$ cat config.mk
export PLATFORM = sky130hd
export DESIGN_NAME = apb_fifo_periph
export DESIGN_NICKNAME = d
export VERILOG_FILES = /design/src/rtl/apb_fifo_periph.sv
export SDC_FILE = /design/constraint.sdc
export NUM_CORES = 1
export LEC_CHECK = 0
export CAP_MARGIN = 30
export CORE_ASPECT_RATIO = 0.7
export CORE_MARGIN = 2
export CORE_UTILIZATION = 43
export CTS_CLUSTER_SIZE = 16
export DETAILED_ROUTE_END_ITERATION = 8
export GPL_TIMING_DRIVEN = 0
export PLACE_DENSITY_LB_ADDON = 0.3
export SYNTH_ARGS = -nofsm -noshare
export SYNTH_HDL_FRONTEND = slang
export SYNTH_SLANG_ARGS = --single-unit
export TNS_END_PERCENT = 30
$ cat constraint.sdc
create_clock -name PCLK -period 6.19 [get_ports PCLK]
set_input_delay 1.238 -clock PCLK [delete_from_list [all_inputs] [get_ports PCLK]]
set_output_delay 1.238 -clock PCLK [all_outputs]
set_load 0.03 [all_outputs]
$ cat src/rtl/apb_fifo_periph.sv
// rtl/apb_fifo_periph.sv - APB slave wrapping a byte FIFO with push, pop and status registers
//
// Ports:
//   PCLK     clock, all state updates on the rising edge
//   PRESET   asynchronous active-low reset
//   PSEL     slave select from the APB decoder
//   PENABLE  APB access phase
//   PWRITE   1 = write, 0 = read
//   PADDR    byte address, only [3:2] decoded (0 FSR, 1 FWD, 2 FRD, 3 reserved)
//   PWDATA   write data
//   PRDATA   registered read data, valid while PREADY is high
//   PREADY   registered transfer-complete, high for exactly one cycle per access
module apb_fifo_periph #(
    parameter int DEPTH = 8,
    parameter int WIDTH = 8
) (
    input  logic        PCLK,
    input  logic        PRESET,
    input  logic        PSEL,
    input  logic        PENABLE,
    input  logic        PWRITE,
    input  logic [31:0] PADDR,
    input  logic [31:0] PWDATA,
    output logic [31:0] PRDATA,
    output logic        PREADY
);

    localparam int AW = (DEPTH > 1) ? $clog2(DEPTH) : 1;
    localparam logic [AW:0] FULL_CNT = (AW + 1)'(DEPTH);

    typedef enum logic [1:0] {
        IDLE,
        WAIT,
        DONE
    } state_t;

    state_t           state;
    logic [WIDTH-1:0] mem [DEPTH];
    logic [AW-1:0]    wr_ptr;
    logic [AW-1:0]    rd_ptr;
    logic [AW:0]      count;
    logic             overflow;

    // Side effect decoded in WAIT, committed in DONE.
    logic             op_push;
    logic             op_pop;
    logic             op_clr;
    logic [WIDTH-1:0] wdata;

    logic             empty;
    logic             full;
    logic [31:0]      fsr;
    logic [31:0]      head;
    logic             unused_bits;

    assign empty = (count == '0);
    assign full  = (count == FULL_CNT);
    assign head  = 32'(mem[rd_ptr]);

    // Only the low 8 bits of count fit the status field; at DEPTH=256 a
    // full FIFO shows count 0 with the full flag set.
    always_comb begin
        fsr       = '0;
        fsr[0]    = empty;
        fsr[1]    = full;
        fsr[2]    = overflow;
        fsr[15:8] = 8'(count);
    end

    assign unused_bits = ^{PADDR[31:4], PADDR[1:0], PWDATA};

    // The slave leaves IDLE on the setup phase so that the first access
    // cycle is spent in WAIT and PREADY rises on the second access cycle,
    // giving a single wait state.
    always_ff @(posedge PCLK or negedge PRESET) begin
        if (!PRESET) begin
            state    <= IDLE;
            PREADY   <= 1'b0;
            PRDATA   <= '0;
            wr_ptr   <= '0;
            rd_ptr   <= '0;
            count    <= '0;
            overflow <= 1'b0;
            op_push  <= 1'b0;
            op_pop   <= 1'b0;
            op_clr   <= 1'b0;
            wdata    <= '0;
        end else begin
            case (state)
                IDLE: begin
                    PREADY <= 1'b0;
                    if (PSEL) begin
                        state <= WAIT;
                    end
                end
                WAIT: begin
                    op_push <= 1'b0;
                    op_pop  <= 1'b0;
                    op_clr  <= 1'b0;
                    if (!PSEL) begin
                        // Master abandoned the transfer: nothing commits.
                        PREADY <= 1'b0;
                        state  <= IDLE;
                    end else begin
                        PREADY <= 1'b1;
                        state  <= DONE;
                        case (PADDR[3:2])
                            2'd0: begin
                                if (PWRITE) op_clr <= PWDATA[2];
                                else        PRDATA <= fsr;
                            end
                            2'd1: begin
                                if (PWRITE) begin
                                    op_push <= 1'b1;
                                    wdata   <= PWDATA[WIDTH-1:0];
                                end else begin
                                    PRDATA <= '0;
                                end
                            end
                            2'd2: begin
                                if (!PWRITE) begin
                                    PRDATA <= empty ? 32'd0 : head;
                                    op_pop <= !empty;
                                end
                            end
                            default: begin
                                if (!PWRITE) PRDATA <= '0;
                            end
                        endcase
                    end
                end
                DONE: begin
                    PREADY <= 1'b0;
                    state  <= IDLE;
                    if (op_push) begin
                        if (full) begin
                            overflow <= 1'b1;
                        end else begin
                            wr_ptr <= wr_ptr + AW'(1);
                            count  <= count + (AW + 1)'(1);
                        end
                    end
                    if (op_pop) begin
                        rd_ptr <= rd_ptr + AW'(1);
                        count  <= count - (AW + 1)'(1);
                    end
                    if (op_clr) begin
                        overflow <= 1'b0;
                    end
                    op_push <= 1'b0;
                    op_pop  <= 1'b0;
                    op_clr  <= 1'b0;
                end
                default: begin
                    PREADY <= 1'b0;
                    state  <= IDLE;
                end
            endcase
        end
    end

    // Storage is not reset; the write enable comes from reset-cleared state.
    always_ff @(posedge PCLK) begin
        if (state == DONE && op_push && !full) begin
            mem[wr_ptr] <= wdata;
        end
    end

endmodule

==> results.json, run 1 <==
{
  "status": "completed",
  "regArea_um2": 2850,
  "fmax_mhz": 355,
  "ys_seq_area_share_pct": 67.1,
  "start_util_pct": 44.0,
  "postCtsSetupRepairBufs": 0,
  "die-area_um2": 10700,
  "rsz0062_at_grt": "false",
  "yosys_warnings": 0,
  "cp_max_fo": 8,
  "core_area_um2": 9650,
  "antenna_found_initial": 0,
  "drc": 0,
  "cts.path.max_buffers": 2,
  "worst_slew_pin_slew_ns": 0.893,
  "hold_path.class": "flop to flop",
  "place_congestion": 0.779,
  "synth_seq_cells": 101,
  "synth_area_leaders": "edfxtp_1, dfrtp_1, mux4_2",
  "rows": 30,
  "final_cell_mix": "edfxtp_1, dfrtp_1, buf_4, clkdlybuf4s50_1, conb_1",
  "yosysTopAreaCell": "edfxtp_1",
  "yosysTopAreaCellShare_pct": 45.3,
  "worstSetupPathType": "primary input to flop",
  "clkSlewWorstSetupHoldPaths_ns": 0.07,
  "grt_pass1_vias": 2248,
  "skew_ns": 0.00645,
  "synth_compound_area_share_pct": 3.39,
  "first_iter_violations": 130,
  "critPathCaptureType": "flop",
  "dieWidth_um": 123,
  "ctsHtreeMaxLevel": 3,
  "synthXorXnorAreaFrac_pct": 1.45,
  "vias": 2276,
  "drt-wirelength-per-cell_um": 16.8,
  "first_pass_iters": 4,
  "multiInputGateArea_um2": 1250,
  "nNetsFinal": 401,
  "synth_area_um2": 4240,
  "grt_first_pass_wirelength_mm": 12.2,
  "port_buffers": 26,
  "fill_cells": 792,
  "tns_ns": 0,
  "maxCapViolations": 0,
  "cts_sinks": 101,
  "wirelength_mm": 7.66,
  "cts.repair.resized": 0,
  "yosys.cell_types.count": 39,
  "critPathLaunchType": "primary input",
  "worstSkewPairLatency_ns": 0.34,
  "hpwlAfterDp_mm": 5.50,
  "area_delta_synth_final_pct": 20.4,
  "synth_mux_area_share_pct": 13.7,
  "num_io_pins": 102,
  "cts_tree": "yes",
  "cts_hold_buf": 0,
  "synth-simple-area-share_pct": 6.49,
  "final_common_cell": "edfxtp_1",
  "drtAntennaViolNets": 0,
  "final-setup-viol-count": 0,
  "synthAdderAreaFrac_pct": 2.54,
  "power_density_nw_per_um2": 407,
  "slew_viol_final": 0,
  "synthCells": 262,
  "hold_viol": 0,
  "track_usage_pct": 15.9,
  "syn_area_per_cell_um2": 16.2,
  "synth-edff-count": 64,
  "power_leakage_uw": 0.00199,
  "async_reset_ff_share_pct": 36.6,
  "synth_top_family_by_area": "multiplexers",
  "drive_gt1_share_pct": 22.8,
  "cts_root_buf": "clkbuf_16",
  "peakVddDrop_mv": 0.210,
  "synthFlopType": "edfxtp_1",
  "via_per_inst": 4.98,
  "period_needed_ns": 2.81,
  "max-slew-margin-rel_pct": 40.0,
  "required_ns": 6.41,
  "power_uw": 2080,
  "arrival_ns": 3.03,
  "cts_buffers": 9,
  "min_period_over_period_pct": 45.5,
  "fp.dieH_um": 87.1,
  "antennaDiodeCount": 0,
  "overflow": 0,
  "grt_max_degree": 30
}
==> registers in the layout, summed over array words and instances (netlist names), 2 cells and up <==
register,cells
wr_ptr,3
rd_ptr,3
PRDATA,12
mem,64
count,4
state,2
wdata,8
==> where the power goes <==
part	total, uW	internal, uW	leakage, uW	switching, uW
combinational	518	256	0.000774	262
sequential	974	862	0.00107	112
clock	589	353	0.000145	236
==> per-layer routing <==
layer  track usage, %  share of wire, %
met1             22.8                46
met2             23.6                47
met3             4.52               7.1
met4             5.22              0.54
met5                0                 0
==> layout make-up <==
cell class / instances / share of cell area [%]
Buffer: 27 / 3.77
Timing Repair Buffer: 32 / 6.12
Multi-Input combinational cell: 145 / 24.5
Inverter: 8 / 0.588
Clock inverter: 6 / 1.71
Tap cell: 128 / 3.13
Sequential cell: 101 / 55.7
Clock buffer: 10 / 4.48
==> cell families (layout without fill, tap and decap cells) <==
kind of cell / count (synthesis) / count (layout)
DFF: 101 / 101
and+or+nand+nor: 57 / 57
buffers and inverters: 35 / 83
muxes: 34 / 34
AOI/OAI and AO/OA: 19 / 19
adders and majority gates: 8 / 8
xor gates and xnor gates: 7 / 7
other: 1 / 20
==> synthesized netlist by cell type (3+ instances only) <==
library cell,number
mux4_2,11
buf_4,20
mux2_2,16
a21oi_1,4
xnor2_1,5
nand2_1,18
nor3_1,4
nand3b_1,3
nor2_1,16
edfxtp_1,64
clkbuf_1,4
nand3_1,6
inv_1,8
dfrtp_1,37
a22o_1,5
mux4_1,5
ha_1,7
==> metrics by stage <==
stage          area (um^2)  cells  hold slack, ns  setup slack [ns]  utilization [%]
2_1_floorplan         4310    281           0.418              3.84                -
3_3_place_gp          4730    435           0.432              2.86             49.1
3_5_place_dp          4790    441           0.444              2.98             49.7
4_1_cts               5110    457           0.471              3.33             53.0
5_1_grt               5110    457           0.511              3.26             53.0
6_report              5110    457           0.466              3.38             53.0
==> path summary, 6_finish.rpt <==
check / from / endpoint / slack, ns / cells after the start
worst max-delay path: PSEL / wdata[2] / 3.38 / 4
worst min-delay path: PRDATA[8] / PRDATA[8] / 0.47 / 2
worst max register to register: state[0] / mem[4][5] / 3.52 / 7
worst min register to register: PRDATA[8] / PRDATA[8] / 0.47 / 2
max in group asynchronous: PRESET / wdata[2] / 4.97 / 2
min in group asynchronous: PRESET / wdata[7] / 0.77 / 1
==> critical path: stages <==
cell	delay, ns
clkdlybuf4s50_1	0.53
nand2_1	0.15
nor2_1	0.71
mux2_2	0.41
Power figures use the tool's default switching activity.
==> inputs of run 2 (changes only) <==
==> constraint.sdc (replaced) <==
create_clock -name PCLK -period 2.5 [get_ports PCLK]
set_input_delay 0.5 -clock PCLK [delete_from_list [all_inputs] [get_ports PCLK]]
set_output_delay 0.5 -clock PCLK [all_outputs]
set_load 0.03 [all_outputs]
==> results.json, run 2 (synthesis gave the netlist of run 1 again) <==
{
  "final_cell_area_um2": 5140,
  "final_common_cell": "edfxtp_1",
  "cts_root_buf": "clkbuf_16",
  "vias": 2272,
  "wirelength_mm": 7.69,
  "post-place-ws_ns": -0.103,
  "skew_ns": 0.00697,
  "required_ns": 2.55,
  "fmax_mhz": 414,
  "min_period_over_period_pct": 96.6,
  "grt_max_degree": 30,
  "hpwlAfterDp_mm": 5.50,
  "fin_ws_ns": 0.0852,
  "core_area_um2": 9650,
  "cts.path.max_buffers": 2,
  "drt-wirelength-per-cell_um": 16.8,
  "critPathCaptureType": "flop",
  "track_usage_pct": 15.9,
  "worstSkewPairLatency_ns": 0.33,
  "period_needed_ns": 2.41,
  "finalNonFillerCells": 457,
  "hold_viol": 0,
  "reg.largest.list": "mem (64), PRDATA (12), wdata (8)",
  "cp_max_fo": 6,
  "top_register": "mem",
  "drive_gt1_share_pct": 24.0,
  "status": "completed",
  "place_congestion": 0.779,
  "grt_first_pass_wirelength_mm": 12.3,
  "cts_buffers": 9,
  "via_per_inst": 4.97,
  "peakVddDrop_mv": 0.522,
  "fp.dieH_um": 87.1,
  "cts_sinks": 101,
  "hold_path.class": "primary input to async pin",
  "critPathLaunchType": "flop",
  "grt_pass1_vias": 2249,
  "first_pass_iters": 4,
  "die-area_um2": 10700,
  "drtAntennaViolNets": 0,
  "num_io_pins": 102,
  "drc": 0,
  "postCtsSetupRepairBufs": 0,
  "worstSetupPathType": "flop to flop",
  "power_leakage_uw": 0.00199,
  "first_iter_violations": 129,
  "cts_tree": "yes",
  "overflow": 0,
  "clkSlewWorstSetupHoldPaths_ns": 0.07,
  "final-setup-viol-count": 0,
  "post_dp_cell_area_um2": 4790,
  "antennaDiodeCount": 0,
  "arrival_ns": 2.46,
  "port_buffers": 26,
  "nNetsFinal": 401,
  "ctsHtreeMaxLevel": 3,
  "post-route-util_pct": 53.3,
  "area_delta_synth_final_pct": 21.1,
  "power_density_nw_per_um2": 1000,
  "final_cell_mix": "edfxtp_1, dfrtp_1, buf_4, clkdlybuf4s50_1, conb_1",
  "dp.cells": 441,
  "maxCapViolations": 0,
  "max-slew-margin-rel_pct": 39.6,
  "antenna_found_initial": 0,
  "start_util_pct": 44.0,
  "rsz0062_at_grt": "true",
  "cts_hold_buf": 0,
  "tns_ns": 0,
  "slew_viol_final": 0,
  "worst_slew_pin_slew_ns": 0.903,
  "fill_cells": 788,
  "largest_reg_flops": 64,
  "rows": 30,
  "dieWidth_um": 123
}
## run 2: path summary, 6_finish.rpt
path / slack (ns) / from / end / depth (start not counted)
worst max-delay path: 0.09 / state[0] / mem[2][2] / 7
worst min-delay path: 0.04 / PRESET / wdata[4] / 1
worst max register to register: 0.09 / state[0] / mem[2][2] / 7
worst min register to register: 0.47 / PRDATA[8] / PRDATA[8] / 2
max in group asynchronous: 2.02 / PRESET / wdata[2] / 2
min in group PCLK: 0.47 / PRDATA[8] / PRDATA[8] / 2
## run 2: worst max-delay path: stages, from the launching register on
cell and delay (ns):
dfrtp_1 0.41, inv_1 0.09, ha_1 0.27, nand2_1 0.16, or2_1 0.23, clkbuf_1 0.23
nor3_2 0.49, buf_4 0.24
## run 2: final cells by class
class	count	area (um^2)	share of cell area [%]
flip-flops and latches	101	2850	55.4
multi-input cells	145	1280	24.9
repair buffers	32	313	6.09
clock buffers	10	229	4.46
plain buffers	27	193	3.75
well taps	128	160	3.12
clock inverters	6	87.6	1.70
inverters	8	30.0	0.584
## run 2: per-layer routing
metal	vias up	routed length [um]	share of wire, %	GRT usage [%]
met3	8	449	5.8	4.52
met2	64	3600	47	23.7
met1	1134	3560	46	22.8
met5	-	0	0	0
met4	0	76	0.99	5.12
li1	1066	-	-	-
## run 2: through the flow
step	hold slack [ns]	power, uW
final	0.0351	5160
after global routing	0.0527	5420
after CTS	0.0425	5200
after detailed placement	0.405	3750
after global placement	0.432	3690
after floorplan	0.204	3300
## run 2: where the power goes
group          switching (uW)  total [uW]  internal (uW)
clock network             581        1460            875
logic                     653        1290            633
registers                 284        2420           2130
total                    1520        5160           3640
## run 2: repair_timing
| item | 4_1_cts | 5_1_grt |
|---|---|---|
| cloned | 0 | 0 |
| endpoints found under the setup margin | 16 | 52 |
| gates resized for setup | 1 | 4 |
==> inputs of run 3 (changes only) <==
--- a/config.mk
+++ b/config.mk
@@ -8,7 +8,8 @@
 export CAP_MARGIN = 30
 export CORE_ASPECT_RATIO = 0.7
 export CORE_MARGIN = 2
-export CORE_UTILIZATION = 43
+export CORE_UTILIZATION = 49
+export CTS_CLUSTER_DIAMETER = 50
 export CTS_CLUSTER_SIZE = 16
 export DETAILED_ROUTE_END_ITERATION = 8
 export GPL_TIMING_DRIVEN = 0
==> constraint.sdc (replaced) <==
create_clock -name PCLK -period 2.55 [get_ports PCLK]
set_input_delay 0.51 -clock PCLK [delete_from_list [all_inputs] [get_ports PCLK]]
set_output_delay 0.51 -clock PCLK [all_outputs]
set_load 0.03 [all_outputs]
==> results.json, run 3 (synthesis gave the netlist of run 1 again) <==
{
  "status": "complete, but fails checks",
  "violations": "negative setup slack",
  "cts_tree": "yes",
  "overflow": 0,
  "dieWidth_um": 115,
  "place_congestion": 0.796,
  "fmax_mhz": 371,
  "fill_cells": 644,
  "nNetsFinal": 400,
  "post-route-util_pct": 59.9,
  "combPwrFrac_pct": 25.7,
  "skew_ns": 0.00687,
  "track_usage_pct": 18.1,
  "clkSlewWorstSetupHoldPaths_ns": 0.07,
  "die-area_um2": 9430,
  "via_per_inst": 5.11,
  "cts_hold_buf": 0,
  "hold_path.class": "primary input to async pin",
  "power.share.clock_pct": 26.5,
  "power_leakage_uw": 0.00198,
  "switching_share_pct": 29.9,
  "drt-wirelength-per-cell_um": 17.1,
  "postCtsSetupRepairBufs": 0,
  "cts.repair.resized": 0,
  "worstSkewPairLatency_ns": 0.34,
  "rsz0062_at_grt": "true",
  "maxCapViolations": 0,
  "cts.path.max_buffers": 2,
  "hold_viol": 0,
  "worstSetupPathType": "flop to flop",
  "rows": 28,
  "drtAntennaViolNets": 0,
  "finalNonFillerCells": 448,
  "ctsHtreeMaxLevel": 3,
  "power_frac_seq_pct": 47.7,
  "drc": 0,
  "slew_viol_final": 0,
  "p_int_uw": 3470,
  "antenna_found_initial": 0,
  "antennaDiodeCount": 0,
  "top_register": "mem",
  "start_util_pct": 50.3,
  "first_iter_violations": 186,
  "area_delta_synth_final_pct": 19.2,
  "largest_reg_flops": 64,
  "final_common_cell": "edfxtp_1",
  "hpwlAfterDp_mm": 5.25,
  "peakVddDrop_mv": 0.615,
  "arrival_ns": 2.74,
  "core_area_um2": 8440,
  "wirelength_mm": 7.68,
  "min_period_over_period_pct": 106,
  "grt_max_degree": 38,
  "critPathCaptureType": "flop",
  "dp.cells": 432,
  "reg.largest.list": "mem (64), PRDATA (12), wdata (8)",
  "final_cell_mix": "edfxtp_1, dfrtp_1, clkdlybuf4s50_1",
  "final-setup-viol-count": 14,
  "grt_pass1_vias": 2151,
  "num_io_pins": 102,
  "worst_slew_pin_slew_ns": 0.926,
  "vias": 2289,
  "fp.dieH_um": 81.9,
  "fin_ws_ns": -0.148,
  "power_density_nw_per_um2": 978,
  "cts_sinks": 101,
  "max-slew-margin-rel_pct": 38.0,
  "grt_first_pass_wirelength_mm": 12.0,
  "p_switching_uw": 1480,
  "cp_max_fo": 6,
  "critPathLaunchType": "flop",
  "first_pass_iters": 4,
  "port_buffers": 26,
  "tns_ns": -1.48,
  "cts_root_buf": "clkbuf_16",
  "drive_gt1_share_pct": 23.5,
  "cts_buffers": 9,
  "required_ns": 2.59,
  "period_needed_ns": 2.70
}
## run 3: metal layers
layer	vias up	share of wire, %	track usage [%]
li1	1060	-	-
met1	1165	47	26.1
met2	56	49	27.6
met3	8	3.6	4.43
met4	0	1.1	5.30
met5	-	0	0
## run 3: area by class of cell
type / count / area, um^2 / share of cell area, %
buffer: 27 / 193 / 3.81
clock buffer: 9 / 225 / 4.45
clock inverter: 7 / 65.1 / 1.29
inverter: 8 / 30.0 / 0.594
multi-input combinational: 145 / 1260 / 25.0
sequential: 101 / 2850 / 56.3
tap: 120 / 150 / 2.97
timing repair buffer: 31 / 283 / 5.59
## run 3: final timing paths
path	startpoint	to	slack, ns	cells after the start
worst min-delay path	PRESET	rd_ptr[1]	0.28	1
min in group PCLK	op_clr	overflow	0.46	1
max in group asynchronous	PRESET	wdata[4]	1.73	1
worst min register to register	op_clr	overflow	0.46	1
worst max-delay path	state[0]	mem[2][3]	-0.15	7
worst max register to register	state[0]	mem[2][3]	-0.15	7
## run 3: power groups by stage
stage	logic, uW	clock network [uW]	registers [uW]
after floorplan	752	0	2480
after global placement	1240	0	2370
after detailed placement	1270	0	2390
after CTS	1280	1340	2360
after global routing	1380	1420	2400
final	1270	1310	2360
## run 3: stage by stage
step	hold slack (ns)	instance area, um^2	total power, uW	worst slack (ns)
6_report	0.277	5060	4950	-0.148
5_1_grt	0.348	5060	5200	-0.218
4_1_cts	0.307	5040	4980	-0.121
3_5_place_dp	0.448	4750	3660	-0.0786
3_3_place_gp	0.429	4720	3610	-0.744
2_1_floorplan	0.214	4310	3230	0.204
## run 3: worst max-delay path, stage by stage (launching register included)
cell and delay, ns:
dfrtp_1 0.40, inv_1 0.10, ha_1 0.28, nand2_1 0.19, or2_1 0.24, clkbuf_1 0.19
nor3_1 0.66, buf_2 0.34
